[config.mk]
export PLATFORM = sky130hd
export DESIGN_NAME = ctrl_rd_capture
export DESIGN_NICKNAME = d
export VERILOG_FILES = /design/src/rtl/ctrl_rd_capture.sv
export SDC_FILE = /design/constraint.sdc
export NUM_CORES = 1
export LEC_CHECK = 0
export ABC_AREA = 1
export CORE_AREA = 2 2 169 171
export CTS_CLUSTER_SIZE = 20
export DETAILED_ROUTE_END_ITERATION = 7
export DIE_AREA = 0 0 171 173
export GPL_TIMING_DRIVEN = 0
export PLACE_DENSITY = 0.76
export SLEW_MARGIN = 15
export SYNTH_ARGS = -nofsm -noshare
export SYNTH_HDL_FRONTEND = slang
export SYNTH_SLANG_ARGS = --single-unit
[constraint.sdc]
create_clock -name CK_t -period 8.9 [get_ports CK_t]
set_input_delay 1.335 -clock CK_t [delete_from_list [all_inputs] [get_ports CK_t]]
set_output_delay 1.335 -clock CK_t [all_outputs]
set_load 0.05 [all_outputs]
[src/rtl/ctrl_rd_capture.sv]
// Controller-side read capture stage.
// Waits out the CAS latency after a read command, detects the read preamble
// on dqs_t/dqs_c, assembles one BC4/BL8 burst of dq beats into a word
// (first beat in the LSBs) and hands completed words to the host through a
// small FIFO with a valid/ready handshake. Read commands that arrive while a
// burst is in flight are queued as a count and reuse the latched settings.
module ctrl_rd_capture #(
  parameter int DQ_W       = 8,
  parameter int DATA_W     = 64,
  parameter int FIFO_DEPTH = 4,
  parameter int TIMEOUT    = 16,
  parameter int MAX_PEND   = 3
) (
  input  logic              CK_t,
  input  logic              reset,
  input  logic              rd_start,
  input  logic [4:0]        cas_latency,
  input  logic [1:0]        preamble,
  input  logic [3:0]        burst_length,
  input  logic              dqs_t,
  input  logic              dqs_c,
  input  logic [DQ_W-1:0]   dq,
  output logic [DATA_W-1:0] rd_data,
  output logic              rd_valid,
  input  logic              rd_ready,
  output logic              busy,
  output logic              rd_err,
  output logic              ovf
);

  localparam int BEATS  = DATA_W / DQ_W;
  localparam int BEAT_W = $clog2(BEATS);
  localparam int PTR_W  = $clog2(FIFO_DEPTH);
  localparam int PW     = PTR_W + 1;
  localparam int TO_W   = $clog2(TIMEOUT);
  localparam int PEND_W = $clog2(MAX_PEND + 1);

  typedef enum logic [2:0] {
    S_IDLE,
    S_WAIT_CL,
    S_WAIT_PRE,
    S_PRE,
    S_CAPTURE,
    S_PUSH
  } state_e;

  state_e              state_q;
  logic [4:0]          cl_cnt_q;
  logic [1:0]          pre_load_q;   // preamble length minus one
  logic                bl8_q;        // 1: eight beats, 0: BC4
  logic [1:0]          pre_cnt_q;
  logic [TO_W-1:0]     to_cnt_q;
  logic [BEAT_W-1:0]   beat_q;
  logic [DATA_W-1:0]   word_q;
  logic [PEND_W-1:0]   pend_q;
  logic                rd_err_q;
  logic                ovf_q;

  logic [PW-1:0]       wr_ptr_q, wr_ptr_d;
  logic [PW-1:0]       rd_ptr_q, rd_ptr_d;
  logic [DATA_W-1:0]   mem_q [FIFO_DEPTH];

  logic                fifo_full;
  logic                fifo_empty;
  logic                push_en;
  logic                pop_en;
  logic                last_beat;

  assign fifo_empty = (wr_ptr_q == rd_ptr_q);
  assign fifo_full  = (wr_ptr_q[PTR_W] != rd_ptr_q[PTR_W]) &&
                      (wr_ptr_q[PTR_W-1:0] == rd_ptr_q[PTR_W-1:0]);
  assign pop_en     = !fifo_empty && rd_ready;
  // A pop in the same cycle frees the slot, so a push into a full FIFO still lands.
  assign push_en    = (state_q == S_PUSH) && (!fifo_full || pop_en);

  assign rd_valid = !fifo_empty;
  assign rd_data  = fifo_empty ? '0 : mem_q[rd_ptr_q[PTR_W-1:0]];
  assign busy     = (state_q != S_IDLE) || (pend_q != '0);
  assign rd_err   = rd_err_q;
  assign ovf      = ovf_q;

  // Final beat index of the current burst.
  always_comb begin
    // NOTE: every always_comb output gets a default first so no path can infer a latch.
    last_beat = 1'b0;
    if (bl8_q) last_beat = (beat_q == BEAT_W'(BEATS - 1));
    else       last_beat = (beat_q == BEAT_W'(BEATS / 2 - 1));
  end

  // Read-capture FSM with command queue count and registered error pulses.
  always_ff @(posedge CK_t) begin
    if (reset) begin
      // NOTE: state uses non-blocking assignments so every register samples pre-edge values.
      state_q    <= S_IDLE;
      cl_cnt_q   <= '0;
      pre_load_q <= '0;
      bl8_q      <= 1'b0;
      pre_cnt_q  <= '0;
      to_cnt_q   <= '0;
      beat_q     <= '0;
      word_q     <= '0;
      pend_q     <= '0;
      rd_err_q   <= 1'b0;
      ovf_q      <= 1'b0;
    end else begin
      rd_err_q <= 1'b0;
      ovf_q    <= 1'b0;

      // Commands that cannot start now are counted; beyond the limit they are dropped.
      if (rd_start && ((state_q != S_IDLE) || (pend_q != '0))) begin
        if (pend_q < PEND_W'(MAX_PEND)) pend_q <= pend_q + PEND_W'(1);
        else                            rd_err_q <= 1'b1;
      end

      unique case (state_q)
        S_IDLE: begin
          if (rd_start) begin
            cl_cnt_q   <= cas_latency;
            pre_load_q <= (preamble == 2'd0) ? 2'd0 : preamble - 2'd1;
            bl8_q      <= (burst_length != 4'd4);
            state_q    <= S_WAIT_CL;
          end else if (pend_q != '0) begin
            pend_q   <= pend_q - PEND_W'(1);
            to_cnt_q <= '0;
            state_q  <= S_WAIT_PRE;
          end
        end

        S_WAIT_CL: begin
          cl_cnt_q <= cl_cnt_q - 5'd1;
          // A latency of 0 behaves like 1: one cycle here, then look for the preamble.
          if (cl_cnt_q <= 5'd1) begin
            to_cnt_q <= '0;
            state_q  <= S_WAIT_PRE;
          end
        end

        S_WAIT_PRE: begin
          if (dqs_t && !dqs_c) begin
            pre_cnt_q <= pre_load_q;
            state_q   <= S_PRE;
          end else if (to_cnt_q == TO_W'(TIMEOUT - 1)) begin
            rd_err_q <= 1'b1;
            state_q  <= S_IDLE;
          end else begin
            to_cnt_q <= to_cnt_q + TO_W'(1);
          end
        end

        S_PRE: begin
          if (pre_cnt_q == 2'd0) begin
            beat_q  <= '0;
            word_q  <= '0;
            state_q <= S_CAPTURE;
          end else begin
            pre_cnt_q <= pre_cnt_q - 2'd1;
          end
        end

        S_CAPTURE: begin
          word_q[int'(beat_q) * DQ_W +: DQ_W] <= dq;
          beat_q <= beat_q + BEAT_W'(1);
          if (last_beat) state_q <= S_PUSH;
        end

        S_PUSH: begin
          ovf_q   <= fifo_full && !pop_en;
          state_q <= S_IDLE;
        end

        default: state_q <= S_IDLE;
      endcase
    end
  end

  // Next FIFO pointers; the wrap bit separates full from empty.
  always_comb begin
    wr_ptr_d = wr_ptr_q;
    rd_ptr_d = rd_ptr_q;
    if (push_en) wr_ptr_d = wr_ptr_q + PW'(1);
    if (pop_en)  rd_ptr_d = rd_ptr_q + PW'(1);
  end

  // FIFO pointer registers.
  always_ff @(posedge CK_t) begin
    if (reset) begin
      wr_ptr_q <= '0;
      rd_ptr_q <= '0;
    end else begin
      wr_ptr_q <= wr_ptr_d;
      rd_ptr_q <= rd_ptr_d;
    end
  end

  // FIFO storage; stale entries are never visible because rd_data is gated by empty.
  always_ff @(posedge CK_t) begin
    // NOTE: storage has no reset; the pointers alone define which entries are valid.
    if (push_en && !reset) mem_q[wr_ptr_q[PTR_W-1:0]] <= word_q;
  end

endmodule

# Word level (Yosys, flattened, before mapping)
# Memory sizes are Yosys's and may differ from the RTL's. A register that Yosys moved wholly into a read port is not among the register bits.
# Cells that the tools add are included.
op_classes:
  add_sub_neg: 10
  n_lt_le_gt_ge: 2
  n_eq_ne: 24
  n_shift: 2
  mux: 41
  n_bitwise: 1
  n_reduce_logical: 30
ops:
  columns: ["operator", "n"]
  rows:
  - ["$mux W64", 2]
  - ["$pmux W64 S2", 1]
  - ["$bwmux W64", 1]
  - ["$shift A8 B33 Y64 const A", 1]
  - ["$shiftx A8 B33 Y64", 1]
  - ["$neg A6 Y33", 1]
  - ["$mux W3", 8]
  - ["$mux W2", 10]
  - ["$mux W4", 5]
  - ["$ne A2 B2 Y1 const B", 10]
  - ["$pmux W3 S5", 1]
  - ["$pmux W4 S3", 1]
  - ["$pmux W5 S2", 1]
  - ["$add A3 B1 Y3 const B", 3]
  - ["$eq A3 B2 Y1 const B", 3]
  - ["$eq A3 B3 Y1 const B", 3]
  - ["$mux W1", 8]
  - ["$reduce_bool A2 Y1", 4]
  - ["$logic_and A1 B1 Y1", 7]
  - ["$ne A3 B3 Y1 const B", 2]
  - ["$pmux W3 S2", 1]
  - ["$reduce_and A2 Y1", 3]
  - ["$reduce_and A6 Y1", 1]
  - ["$reduce_bool A3 Y1", 2]
  - ["22 further kinds", 30]
word_totals:
  regBits: 94
  ram_bits: 256
  input_bits: 25
  output_inout_bits: 68
  wordCells: 124
  n_memories: 1
memory_table:
  columns: ["name", "words", "width", "rd", "rd_ports_with_merged_regs", "wr", "line", "source"]
  rows:
  - ["mem_q", 4, 64, 1, 1, 1, "61", "logic [DATA_W-1:0] mem_q [FIFO_DEPTH];"]

# Longest topological paths before layout
depth:
  depth_word: 8
  mapped_depth: 10

# Worst setup path before layout
# OpenSTA, ideal clock, no wires.
synth_timing:
  path_type: "input to register"
  from: "in reset"
  to: "mem mem_q[0][0], enable pin"
  setup_ns: 0.578
  arrival_time_ns: 6.401
  setup_slack_ns: 1.921
  cell_stages: 3
  n_path_buf: 2
  path_cell_list: "clkbuf_1 -> clkbuf_1 -> nor3b_1"
synth_between:
  elab_chain_cells: 4
synth_lines:
  columns: ["item", "line", "source"]
  rows:
  - ["from (decl)", "15", "input logic reset,"]
  - ["$logic_not A1 Y1", "198", "if (push_en && !reset) mem_q[wr_ptr_q[PTR_W-1:0]] <= word_q;"]
  - ["$logic_and A1 B1 Y1", "198", null]
  - ["$mux W1", "198", null]
  - ["$mux W1 (implied by the code)", "198", null]
  - ["to (decl)", "61", null]
# Every way passes these cells.

==> impl_metrics.py <==
metrics = {
    "yosys": {
        "ys.warnings.count": 0,
        "ys_seq_elements": 352,
        "synth-edff-count": 256,
        "yosysTopAreaCell": "edfxtp_1",
        "async_flop_share": 0,
        "synth_most_common_cell": "edfxtp_1",
        "netlist_instances": 1364,
        "synth.distinct_cells": 40,
        "seq_area_frac_synth": 0.665,
        "syn_area_mm2": 0.0145,
        "syn-num-nets": 1405,
        "synth_top_area_frac": 0.532,
        "synth_commonest_cells": "256 x edfxtp_1, 246 x nor2_1, 219 x nand2_1",
        "avgSynthCellArea_um2": 10.6,
        "synth_top_flop_cell": "edfxtp_1",
        "yosys-top-cells-area": "edfxtp_1 53%, dfxtp_1 13%, nor2_1 6.4%",
    },
    "floorplanning": {
        "die_x_um": 171,
        "die_height_um": 173,
        "start_util": 0.523,
        "rows": 61,
        "die-area_mm2": 0.0296,
        "pin_count": 93,
        "core_mm2": 0.0276,
    },
    "layout": {
        "instances_no_fill": 1929,
        "final_area_mm2": 0.0174,
        "area_growth_syn_to_layout_pct": 20.2,
        "layout-drive-gt1-share": 0.0928,
        "diodes": 0,
        "final_nets": 1564,
    },
    "worst_setup_path": {
        "critPathMostFrequentCell": "clkbuf_1",
        "crit_path_cell_trace": "clkbuf_1, clkbuf_1, o21ai_0, o32ai_1, nand2_1, inv_1, clkdlybuf4s50_1",
        "start_kind": "flip-flop",
        "crit_slowest_cell": "clkdlybuf4s50_1",
        "crit_family": "buffers and inverters",
        "path_class": "reg -> out",
        "path_max_fanout": 10,
        "crit_required_ns": 7.57,
        "r2r_cells": 8,
        "critPathMaxStageDelay_ns": 0.80,
        "worstPathArrival_ns": 3.45,
        "reg2reg_slack_ns": 5.84,
        "reg2reg_to": "mem_q[3][25]",
        "endpoint_kind": "primary output",
        "path_buf_inv": 4,
        "r2r-start": "state_q[1]",
    },
    "cts": {
        "clock_latency_ns": 0.52,
        "postCtsHoldBufs": 0,
        "htreeDepth": 2,
        "cts.reportedPaths.clkPinSlew_ns": 0.06,
        "cts_tree": "done",
        "cts_buffer_depth": 3,
        "cts_resized": 0,
        "cts_buffers": 36,
        "cts_setup_buffers": 0,
        "clock_sinks": 352,
        "clockRootBuffer": "clkbuf_16",
    },
    "grt": {
        "first_global_vias": 10433,
        "grt_pass1_wl_um": 55300,
        "grt_usage": 0.241,
        "grt.overflow.total": 0,
        "antenna_found_initial": 0,
        "grt_max_degree": 16,
    },
    "sta": {
        "setup_tns_ns": 0,
        "min_period_over_period": 0.538,
        "fmaxAchievable_mhz": 209,
        "hold_violations": 0,
        "slew_headroom": 0.348,
        "tightest_slew_ns": 0.978,
        "hold_slack_ns": 0.468,
        "fin_worst_skew_ns": 0.0157,
        "slew_violations": 0,
        "fin_crit_ns": 4.79,
        "setup_viol": 0,
        "grt_setup_unrepaired": "false",
    },
    "routing": {
        "wl_per_cell_um": 18.3,
        "wirelength_um": 35200,
        "viasPerCell": 5.52,
        "num_vias": 10650,
        "ant_nets": 0,
        "drt_iter0_drc": 908,
        "first_pass_iters": 5,
        "drcViolationCount": 0,
    },
    "power": {
        "p_int_mw": 3.10,
        "vdd_drop_max_v": 0.000215,
        "p_per_area_mw_per_mm2": 265,
        "clkPwrFrac": 0.343,
        "finalPower_mw": 4.60,
        "p_sw_frac": 0.325,
        "p_comb_frac": 0.264,
        "leakage_nw": 6.48,
        "power.switching_mw": 1.50,
        "power_frac_seq": 0.392,
    },
    "place": {
        "dp_cells": 1863,
        "hpwlAfterDp_um": 24600,
        "io_buffers": 91,
        "place_congestion": 0.976,
        "placed_area_mm2": 0.0161,
    },
    "hold_path": {
        "min_to": "pre_load_q[0]",
        "hold_start": "pre_load_q[0]",
        "worstHoldPathCells": 2,
        "min_path_type": "reg -> reg",
    },
    "outcome": {
        "status": "finished, final reports clean",
    },
    "run": {
        "cap_violations": 0,
    },
}
worst max-delay path by stage:
stage               from            to  slack (ns)  cells past startpoint
6_report       flip-flop    rd_data[4]        4.11                      7
5_1_grt        flip-flop   rd_data[12]        3.99                      7
3_3_place_gp    rd_ready  mem_q[1][29]       -2.35                      5
4_1_cts        flip-flop    rd_data[5]        4.18                      7
2_1_floorplan      reset   mem_q[0][0]        1.92                      3
3_5_place_dp    rd_ready  mem_q[3][29]        4.67                      8
power groups by stage:
stage	clock network, mW	registers [mW]	logic, mW
6_report	1.58	1.81	1.22
3_5_place_dp	0	1.84	1.21
3_3_place_gp	0	1.84	1.20
2_1_floorplan	0	1.83	0.833
5_1_grt	1.66	1.81	1.32
4_1_cts	1.59	1.80	1.22
sequential cells by signal, indices dropped and copies added (netlist names), 3 cells and up, named ones only:
register  cells
state_q       3
beat_q        3
cl_cnt_q      5
word_q       64
wr_ptr_q      3
rd_ptr_q      3
to_cnt_q      4
mem_q       256
placed cells by master, fill, tap and decap left out, types with 16 or more instances in the layout:
master	n
dfxtp_1	96
clkbuf_1	47
clkbuf_16	38
edfxtp_1	256
clkdlybuf4s50_1	91
nand2_1	219
nor2_1	246
buf_4	21
o21ai_0	73
a21oi_1	83
o32ai_1	64
nand3_1	71
inv_1	103
ha_1	16
buf_2	19
metal layers:
| metal | global-route usage | vias to the layer above | share of wire | wire (µm) |
|---|---|---|---|---|
| met5 | 0 | - | 0 | 0 |
| met4 | 0.0971 | 0 | 0.036 | 1280 |
| met3 | 0.0405 | 76 | 0.067 | 2370 |
| met2 | 0.397 | 404 | 0.49 | 17200 |
| met1 | 0.319 | 5109 | 0.41 | 14400 |
| li1 | - | 5061 | - | - |
final cells by class:
type | instances | area [µm²]
Inverter | 115 | 434
Fill cell | 2157 | 10300
Tap cell | 378 | 473
Clock buffer | 46 | 991
Clock inverter | 20 | 263
Timing Repair Buffer | 121 | 1170
Multi-Input combinational cell | 830 | 4150
Buffer | 67 | 279
Sequential cell | 352 | 9610
metrics by stage:
stage,util,setup WS (ns)
4_1_cts,0.629,4.18
5_1_grt,0.629,3.99
6_report,0.629,4.11
3_3_place_gp,0.573,-2.35
3_5_place_dp,0.583,4.67
2_1_floorplan,-,1.92
kinds of logic after synthesis:
family | count (synthesis) | synth area share
and+or+nand+nor | 572 | 0.166
DFF | 352 | 0.665
AOI/OAI and AO/OA | 235 | 0.101
buffers and inverters | 182 | 0.0494
adders and majority gates | 16 | 0.0139
xor gates and xnor gates | 7 | 0.00424
worst min-delay path, cell delays in order (launching register included):
cell and delay, ns:
dfxtp_1 0.29, inv_1 0.06, a211oi_1 0.06
(Power assumes the default switching activity.)
==> RTL edit: new RTL, config.mk and constraints unchanged <==
Re-encode `state_e` (6 states) as one-hot, 6 bits wide.
--- a/src/rtl/ctrl_rd_capture.sv
+++ b/src/rtl/ctrl_rd_capture.sv
@@ -37,9 +37,9 @@
 
-  typedef enum logic [2:0] {
-    S_IDLE,
-    S_WAIT_CL,
-    S_WAIT_PRE,
-    S_PRE,
-    S_CAPTURE,
-    S_PUSH
+  typedef enum logic [5:0] {
+    S_IDLE     = 6'b000001,
+    S_WAIT_CL  = 6'b000010,
+    S_WAIT_PRE = 6'b000100,
+    S_PRE      = 6'b001000,
+    S_CAPTURE  = 6'b010000,
+    S_PUSH     = 6'b100000
   } state_e;
Formal check against the unedited RTL: no difference found for any inputs over 4 cycles, from zero or initial values and one cycle with reset high; so few cycles prove little.
==> RTL edit against the unedited design <==
- final cell count grew 2.2%
- setup slack lost 110 ps
- register-to-register slack lost 20 ps
- area after synthesis grew 2.5%
- cell area grew 1.4%
- routed wire length grew 5.6%
- worst hold slack gained 8.3 ps
- sequential cell count grew 3
- highest routed layer unchanged
Power is not compared: it rests on default switching activity, and its combinational part moved more than twofold at a synthesized area within 25%.
==> RTL edit: results (changes against the unedited design) <==
first-pass GRT wire length 57,600 µm (was 55,300 µm); Post-synth top cells edfxtp_1 (256), nor2_1 (255), nand2_1 (207) (was edfxtp_1 (256), nor2_1 (246), nand2_1 (219)); post-synthesis sequential area ratio 65.3% (was 66.5%); met3 Track Usage GR 3.71% (was 4.05%); drt pass-1 iters 5 (unchanged); Detailed Place HPWL 25,100 µm (was 24,600 µm); layout net count 1,605 (was 1,564); Mapped Nets 1,467 (was 1,405); DR WL met2 17,800 µm (was 17,200 µm); synth unique cells 33 (was 40); Setup WS pre-CTS 4590 ps (was 4670 ps); H-tree depth 2 (unchanged); LEAKAGE 6.44 nW; placed cells 1,907 (was 1,863); top post-synthesis cells by area edfxtp_1 (52%), dfxtp_1 (13%), nor2_1 (6.5%) (was edfxtp_1 (53%), dfxtp_1 (13%), nor2_1 (6.4%)); status finished clean (unchanged); Routed WL 37,200 µm (was 35,200 µm); GRT Total Usage 25.1% (was 24.1%); initial antenna violation count 1 (was 0); WL/cell 18.9 µm (was 18.3 µm); met1 WL 15,000 µm (was 14,400 µm); placed cell area 16,400 µm² (was 16,100 µm²); Synth Instances 1,429 (was 1,364); Arr. time, crit path 3560 ps (was 3450 ps); GR Util met1 34.6% (was 31.9%); grt met2 use 40.5% (was 39.7%); Clock Skew 10.9 ps (was 15.7 ps); Worst-Margin Slew 937 ps (was 978 ps); met3 routed WL 3110 µm (was 2370 µm); Net Switching 0.800 mW; pin count of the biggest net entering global routing 26 (was 16); layout cells sized above 1 7.72% (was 9.28%); Vias 11.1k (was 10.7k); RD Place Congestion 1.02 (was 0.976); drt first-iter violations 1,053 (was 908); Reg-to-Reg Start state_q[2] (was state_q[1])
[RTL edit: cell types whose count changed after synthesis, sizes merged, moves of 10 or more]
| cell | delta |
|---|---|
| nor3 | +34 |
| nand2 | -11 |
| nor2 | +10 |
| clkbuf | +10 |
| o21ai | +13 |
| nand4 | +26 |
| nand3 | -14 |
| buf | +10 |
[RTL edit: power by group through the flow]
stage	logic, mW	clock network [mW]	registers (mW)
CTS	0.271	1.49	1.79
detailed placement	0.269	0	1.82
floorplan	0.191	0	1.82
finish	0.273	1.48	1.79
global route	0.304	1.56	1.79
global placement	0.263	0	1.82
[RTL edit: final cells by class]
class	count	area, µm²
fillers	2168	10000
flip-flops and latches	355	9670
multi-input cells	877	4370
repair buffers	100	1120
clock buffers	56	1100
well taps	378	473
inverters	110	413
plain buffers	87	398
clock inverters	8	68.8
[RTL edit: kinds of logic (layout without fill, tap and decap cells)]
kind of cell	after synthesis	count (layout)	share of synthesized area, %
simple gates	611	611	17.6
flops	355	355	65.3
compound gates	243	243	9.95
buf+inv	197	361	5.47
fa+ha+maj	13	13	1.10
xor+xnor	10	10	0.591
[RTL edit: critical path, cell delays in order, from the launching register on]
cell	delay (ps)
dfxtp_1	350
clkbuf_1	710
clkbuf_1	450
o21ai_0	190
o32ai_1	290
nand2_1	180
inv_1	90
clkdlybuf4s50_1	790
[RTL edit: path summary, 6_finish.rpt]
| path | endpoint | slack (ps) | cells after the start |
|---|---|---|---|
| max | rd_data[43] | 4000 | 7 |
| min | pre_load_q[0] | 480 | 2 |
| max reg2reg | mem_q[1][43] | 5820 | 9 |
| min reg2reg | pre_load_q[0] | 480 | 2 |
